<file path="src/rtl/pipe_hazard_ctrl.sv">
// Stall, flush and forwarding control for the 5-stage RV32I pipeline (IF, ID, EX, MEM, WB).
// Define PIPE_FWD_EN to compile in operand forwarding; otherwise every RAW match stalls ID.

module pipe_hazard_src (
  input  logic [4:0]      rs,
  input  logic            use_rs,
  input  logic [2:0][4:0] rd_st,   // index 0 = DE, 1 = EM, 2 = MW
  input  logic [2:0]      we_st,
  input  logic [1:0]      ld_st,   // MW load data is already back, so only DE/EM matter
  input  logic [2:0]      vld_st,
  output logic            stall,
  output logic [1:0]      fwd_sel
);
  logic [2:0] hit;

  always_comb begin
    hit = '0;
    for (int i = 0; i < 3; i++)
      hit[i] = use_rs && (rs != 5'd0) && vld_st[i] && we_st[i] && (rd_st[i] == rs);
  end

`ifdef PIPE_FWD_EN
  // Nearest producer wins; a load still in DE/EM has no data to forward yet.
  always_comb begin
    stall   = 1'b0;
    fwd_sel = 2'd0;
    if (hit[0]) begin
      if (ld_st[0]) stall = 1'b1;
      else          fwd_sel = 2'd1;
    end else if (hit[1]) begin
      if (ld_st[1]) stall = 1'b1;
      else          fwd_sel = 2'd2;
    end else if (hit[2]) begin
      fwd_sel = 2'd3;
    end
  end
`else
  logic unused_ld;
  assign unused_ld = ^ld_st;
  assign stall     = |hit;
  assign fwd_sel   = 2'd0;
`endif
endmodule

module pipe_hazard_ctrl #(
  parameter int CNT_W = 16
) (
  input  logic             CLK,
  input  logic             RST,
  input  logic [4:0]       RS1_ID,
  input  logic [4:0]       RS2_ID,
  input  logic             USE_RS1_ID,
  input  logic             USE_RS2_ID,
  input  logic [4:0]       RD_ID,
  input  logic             WE_ID,
  input  logic             LOAD_ID,
  input  logic             REDIRECT,
  input  logic             MEM_WAIT,
  output logic             EN_PC,
  output logic             EN_FD,
  output logic             EN_DE,
  output logic             EN_EM,
  output logic             EN_MW,
  output logic             PC_SEL,
  output logic             FLUSH_FD,
  output logic             BUBBLE_DE,
  output logic             VALID_DE,
  output logic             VALID_EM,
  output logic             VALID_MW,
  output logic [1:0]       FWD1_SEL,
  output logic [1:0]       FWD2_SEL,
  output logic [CNT_W-1:0] STALL_CNT,
  output logic [CNT_W-1:0] FLUSH_CNT
);
  typedef struct packed {
    logic [4:0] rd;
    logic       we;
    logic       load;
  } stg_t;

  logic [3:0]      vld_pipe;   // 0 = FD, 1 = DE, 2 = EM, 3 = MW
  stg_t            de_q, em_q, mw_q;
  logic [2:0][4:0] rd_st;
  logic [2:0]      we_st;
  logic [1:0]      ld_st;
  logic [1:0][4:0] rs_v;
  logic [1:0]      use_v;
  logic [1:0]      src_stall;
  logic [1:0][1:0] src_fwd;
  logic            redir, hazard;

  assign rd_st = {mw_q.rd, em_q.rd, de_q.rd};
  assign we_st = {mw_q.we, em_q.we, de_q.we};
  assign ld_st = {em_q.load, de_q.load};
  assign rs_v  = {RS2_ID, RS1_ID};
  assign use_v = {USE_RS2_ID, USE_RS1_ID};

  generate
    for (genvar g = 0; g < 2; g++) begin : g_src
      pipe_hazard_src u_src (
        .rs      (rs_v[g]),
        .use_rs  (use_v[g]),
        .rd_st   (rd_st),
        .we_st   (we_st),
        .ld_st   (ld_st),
        .vld_st  (vld_pipe[3:1]),
        .stall   (src_stall[g]),
        .fwd_sel (src_fwd[g])
      );
    end
  endgenerate

  // Redirect outranks a hazard: the stalled ID instruction is on the wrong path anyway.
  assign redir  = !RST && !MEM_WAIT && REDIRECT && vld_pipe[1];
  assign hazard = !RST && !MEM_WAIT && !redir && (|src_stall);

  always_comb begin
    EN_PC     = 1'b0;
    EN_FD     = 1'b0;
    EN_DE     = 1'b0;
    EN_EM     = 1'b0;
    EN_MW     = 1'b0;
    PC_SEL    = 1'b0;
    FLUSH_FD  = 1'b0;
    BUBBLE_DE = 1'b0;
    if (!RST && !MEM_WAIT) begin
      EN_DE = 1'b1;
      EN_EM = 1'b1;
      EN_MW = 1'b1;
      if (redir) begin
        EN_PC     = 1'b1;
        EN_FD     = 1'b1;
        PC_SEL    = 1'b1;
        FLUSH_FD  = 1'b1;
        BUBBLE_DE = 1'b1;
      end else if (hazard) begin
        BUBBLE_DE = 1'b1;
      end else begin
        EN_PC = 1'b1;
        EN_FD = 1'b1;
      end
    end
  end

  assign FWD1_SEL = RST ? 2'd0 : src_fwd[0];
  assign FWD2_SEL = RST ? 2'd0 : src_fwd[1];
  assign VALID_DE = vld_pipe[1];
  assign VALID_EM = vld_pipe[2];
  assign VALID_MW = vld_pipe[3];

  always_ff @(posedge CLK or posedge RST) begin
    if (RST) begin
      vld_pipe  <= '0;
      de_q      <= '0;
      em_q      <= '0;
      mw_q      <= '0;
      STALL_CNT <= '0;
      FLUSH_CNT <= '0;
    end else begin
      if (EN_FD) vld_pipe[0] <= ~FLUSH_FD;
      if (EN_DE) begin
        vld_pipe[1] <= vld_pipe[0] & ~BUBBLE_DE;
        de_q        <= BUBBLE_DE ? '0 : stg_t'{rd: RD_ID, we: WE_ID, load: LOAD_ID};
      end
      if (EN_EM) begin
        vld_pipe[2] <= vld_pipe[1];
        em_q        <= de_q;
      end
      if (EN_MW) begin
        vld_pipe[3] <= vld_pipe[2];
        mw_q        <= em_q;
      end
      if (hazard && (STALL_CNT != {CNT_W{1'b1}})) STALL_CNT <= STALL_CNT + CNT_W'(1);
      if (redir  && (FLUSH_CNT != {CNT_W{1'b1}})) FLUSH_CNT <= FLUSH_CNT + CNT_W'(1);
    end
  end
endmodule

</file>
<file path="config.mk">
export PLATFORM = sky130hd
export DESIGN_NAME = pipe_hazard_ctrl
export DESIGN_NICKNAME = d
export VERILOG_FILES = /design/src/rtl/pipe_hazard_ctrl.sv
export SDC_FILE = /design/constraint.sdc
export NUM_CORES = 1
export LEC_CHECK = 0
export ABC_CLOCK_PERIOD_IN_PS = 6840
export CAP_MARGIN = 0
export CELL_PAD_IN_SITES_DETAIL_PLACEMENT = 2
export CELL_PAD_IN_SITES_GLOBAL_PLACEMENT = 2
export CORE_ASPECT_RATIO = 1.2
export CORE_MARGIN = 2
export CORE_UTILIZATION = 34
export CTS_CLUSTER_DIAMETER = 80
export DETAILED_ROUTE_END_ITERATION = 8
export GPL_TIMING_DRIVEN = 0
export PLACE_DENSITY = 0.95
export SETUP_SLACK_MARGIN = 0.4
export SYNTH_ARGS = -nofsm -noshare
export SYNTH_HDL_FRONTEND = slang
export SYNTH_SLANG_ARGS = --single-unit
export TNS_END_PERCENT = 50
</file>
<file path="constraint.sdc">
create_clock -name CLK -period 6.84 [get_ports CLK]
set_clock_uncertainty 0.1 [all_clocks]
set_input_delay 1.368 -clock CLK [delete_from_list [all_inputs] [get_ports CLK]]
set_output_delay 1.368 -clock CLK [all_outputs]
set_load 0.02 [all_outputs]
</file>
==> metrics.cfg <==
[status]
status=finished, final reports clean

[sta]
max_freq_mhz=173
rsz0062_at_grt=false
hold_viol_final=0
finalSetupViolCount=0
slew_viol_final=0
timing.final.crit_share=0.843
fin_crit_ps=5770
tns_ps=0
max_slew_margin=0.613
worstMarginPinSlew_ps=580

[drt]
drc=0
wl_um=8440
drt_iter0_drc=77
num_vias=2363
wl_per_cell_um=18.0
first_pass_iters=4
via_per_inst=5.04
final_antenna_net_count=0

[final_layout]
n_fill_cell=880
instances_no_fill=469
final-seq-area_um2=1350
num_antenna_cells=0
syn_to_final_growth_pct=31.2
drive_gt1_frac=0.111
multiInputGateArea_um2=1450
fin_nets=376

[worst_setup_path]
crit_top_cell=clkdlybuf4s50_1
crit_slowest_cell=clkdlybuf4s50_1
path_cells=clkdlybuf4s50_1, xor2_1, nor4_1, nand4_1, a31oi_4, nor2_2, o21a_1, buf_4, clkdlybuf4s50_1
endpoint_kind=output port
crit_required_ps=5370
arrival_ps=4300
startpoint_type=input port
max_stage_delay_ps=530
critical_path_class=input port to output port
cp_max_fo=9

[yosys]
syn_area_um2=2930
yosysWarnings=0
yosysSeqAreaShare=0.462
ys_ff_latch=54
netlist_instances=276
synth_top_area_frac=0.462
synthTopCellsByArea=dfrtp_1, xnor2_1, xor2_1, nand2_1, nand4_1
synth_cell_types=40
synth.avg_cell_area_um2=10.6
yosysTopAreaCell=dfrtp_1

[min_path]
hp-class=flip-flop to flip-flop

[global_routing]
first_global_vias=2728
grt_first_pass_wirelength_um=14200
grt-ovfl-total=0
grt_max_degree=42
grt.total_usage=0.195
antenna_found_initial=0

[cts]
numCtsBuffers=5
cts_tree=done
clk_pin_slew_worst_paths_ps=90
clock_latency_ps=310
cts_buffer_depth=2
postCtsResizedCells=0
cts.htree.levels=2
root_buffer=clkbuf_8
cts_hold_buffers=0
cts_setup_buffers=0
clock_sinks=54

[floorplan]
design.die.area_um2=9370
start_util=0.346
die_w_um=88.7
rows=37
pin_count=70
dieHeight_um=106
core_area_um2=8470

[placement]
dp_cells=461
dp_hpwl_um=6630
io_buffers=64
gp_congestion=0.768

[power_and_ir_drop]
p_per_area_nw_per_um2=201
leakagePower_nw=1.68
peakVddDrop_mv=0.111

[job]
drv_cap=0

-- metal layers --
metal  vias up  wire (um)  share of wire  global-route usage
li1       1101          -              -                   -
met1      1209       3430           0.41               0.233
met2        43       4560           0.54               0.349
met5         -          0              0                   0
met3        10        299          0.035              0.0337
met4         0        143          0.017              0.0563
-- final timing paths --
kind | startpoint | slack [ps] | cells past startpoint | endpoint
max in group asynchronous | RST | 4860 | 3 | de_q[2]
min in group asynchronous | RST | 1250 | 2 | FLUSH_CNT[0]
worst max-delay path | RS2_ID[2] | 1070 | 9 | EN_PC
worst min-delay path | FLUSH_CNT[13] | 400 | 1 | FLUSH_CNT[13]
worst min register to register | FLUSH_CNT[13] | 400 | 1 | FLUSH_CNT[13]
worst max register to register | mw_q[4] | 4370 | 7 | STALL_CNT[7]
-- synthesized netlist by cell type (all sizes together) --
cell type	instances
o2111ai	9
buf	15
or2	1
nand4	12
nor2	8
or4	2
a41oi	1
a32o	7
xnor2	31
a31oi	2
clkbuf	1
dfrtp	54
and3	7
ha	2
inv	5
o21ai	3
o21a	1
and2	5
o211ai	5
a2bb2oi	1
mux2	2
nor3	4
nor4b	1
nor4	7
xor2	29
conb	1
nand2	52
nand3	4
a21oi	1
and4	3
-- registers in the layout, indices dropped and copies added, names as in the netlist --
signal and count:
em_q 6, FLUSH_CNT 16, STALL_CNT 16, vld_pipe 4, mw_q 6, de_q 6
-- layout by cell type (no fill, tap or decap), types with 3 or more instances in the layout --
cell,n
and4_1,3
nand3_1,4
and3_1,7
xnor2_1,31
o2111ai_2,4
inv_1,3
nand4_1,12
nand2_1,52
a32o_1,7
clkdlybuf4s50_1,64
nor2_1,7
o2111ai_1,5
conb_1,4
clkbuf_8,6
buf_4,9
dfrtp_1,54
nor3_1,4
o211ai_2,5
xor2_1,29
nor4_1,6
and2_1,5
-- layout make-up --
class	count	share of cell area
plain buffers	16	0.0316
clock buffers	6	0.0215
clock inverters	2	0.00326
inverters	5	0.00489
multi-input cells	204	0.377
flip-flops and latches	54	0.352
well taps	117	0.0381
repair buffers	65	0.172
-- stage by stage --
step | setup slack [ps] | area, um2 | total power (W) | utilization | hold WS, ps
after floorplan | 2410 | 2940 | 0.000499 | - | 367
after global placement | 1190 | 3730 | 0.000574 | 0.440 | 381
after detailed placement | 1080 | 3750 | 0.000592 | 0.442 | 386
after CTS | 1090 | 3840 | 0.000787 | 0.453 | 407
after global routing | 1020 | 3840 | 0.000813 | 0.453 | 419
final | 1070 | 3840 | 0.000773 | 0.453 | 402
-- cells by family after synthesis --
family / count (synthesis) / share of synthesized area
simple gates: 106 / 0.179
other cells: 1 / 0.00128
flops: 54 / 0.462
xor+xnor: 60 / 0.179
fa+ha+maj: 2 / 0.00855
buf+inv: 21 / 0.0479
mux: 2 / 0.00769
compound gates: 30 / 0.115
-- worst max-delay path: cells and delay by family --
kind | cells | cell delay [ps]
xor gates and xnor gates | 1 | 190
AOI/OAI and AO/OA | 2 | 640
and+or+nand+nor | 3 | 890
buffers and inverters | 3 | 1200
-- power breakdown --
| group | internal, W | switching [W] |
|---|---|---|
| Clock | 0.0000817 | 0.000108 |
| Combinational | 0.0000875 | 0.0000956 |
| Sequential | 0.000352 | 0.0000479 |
No activity file was read; power rests on OpenSTA's default activity.
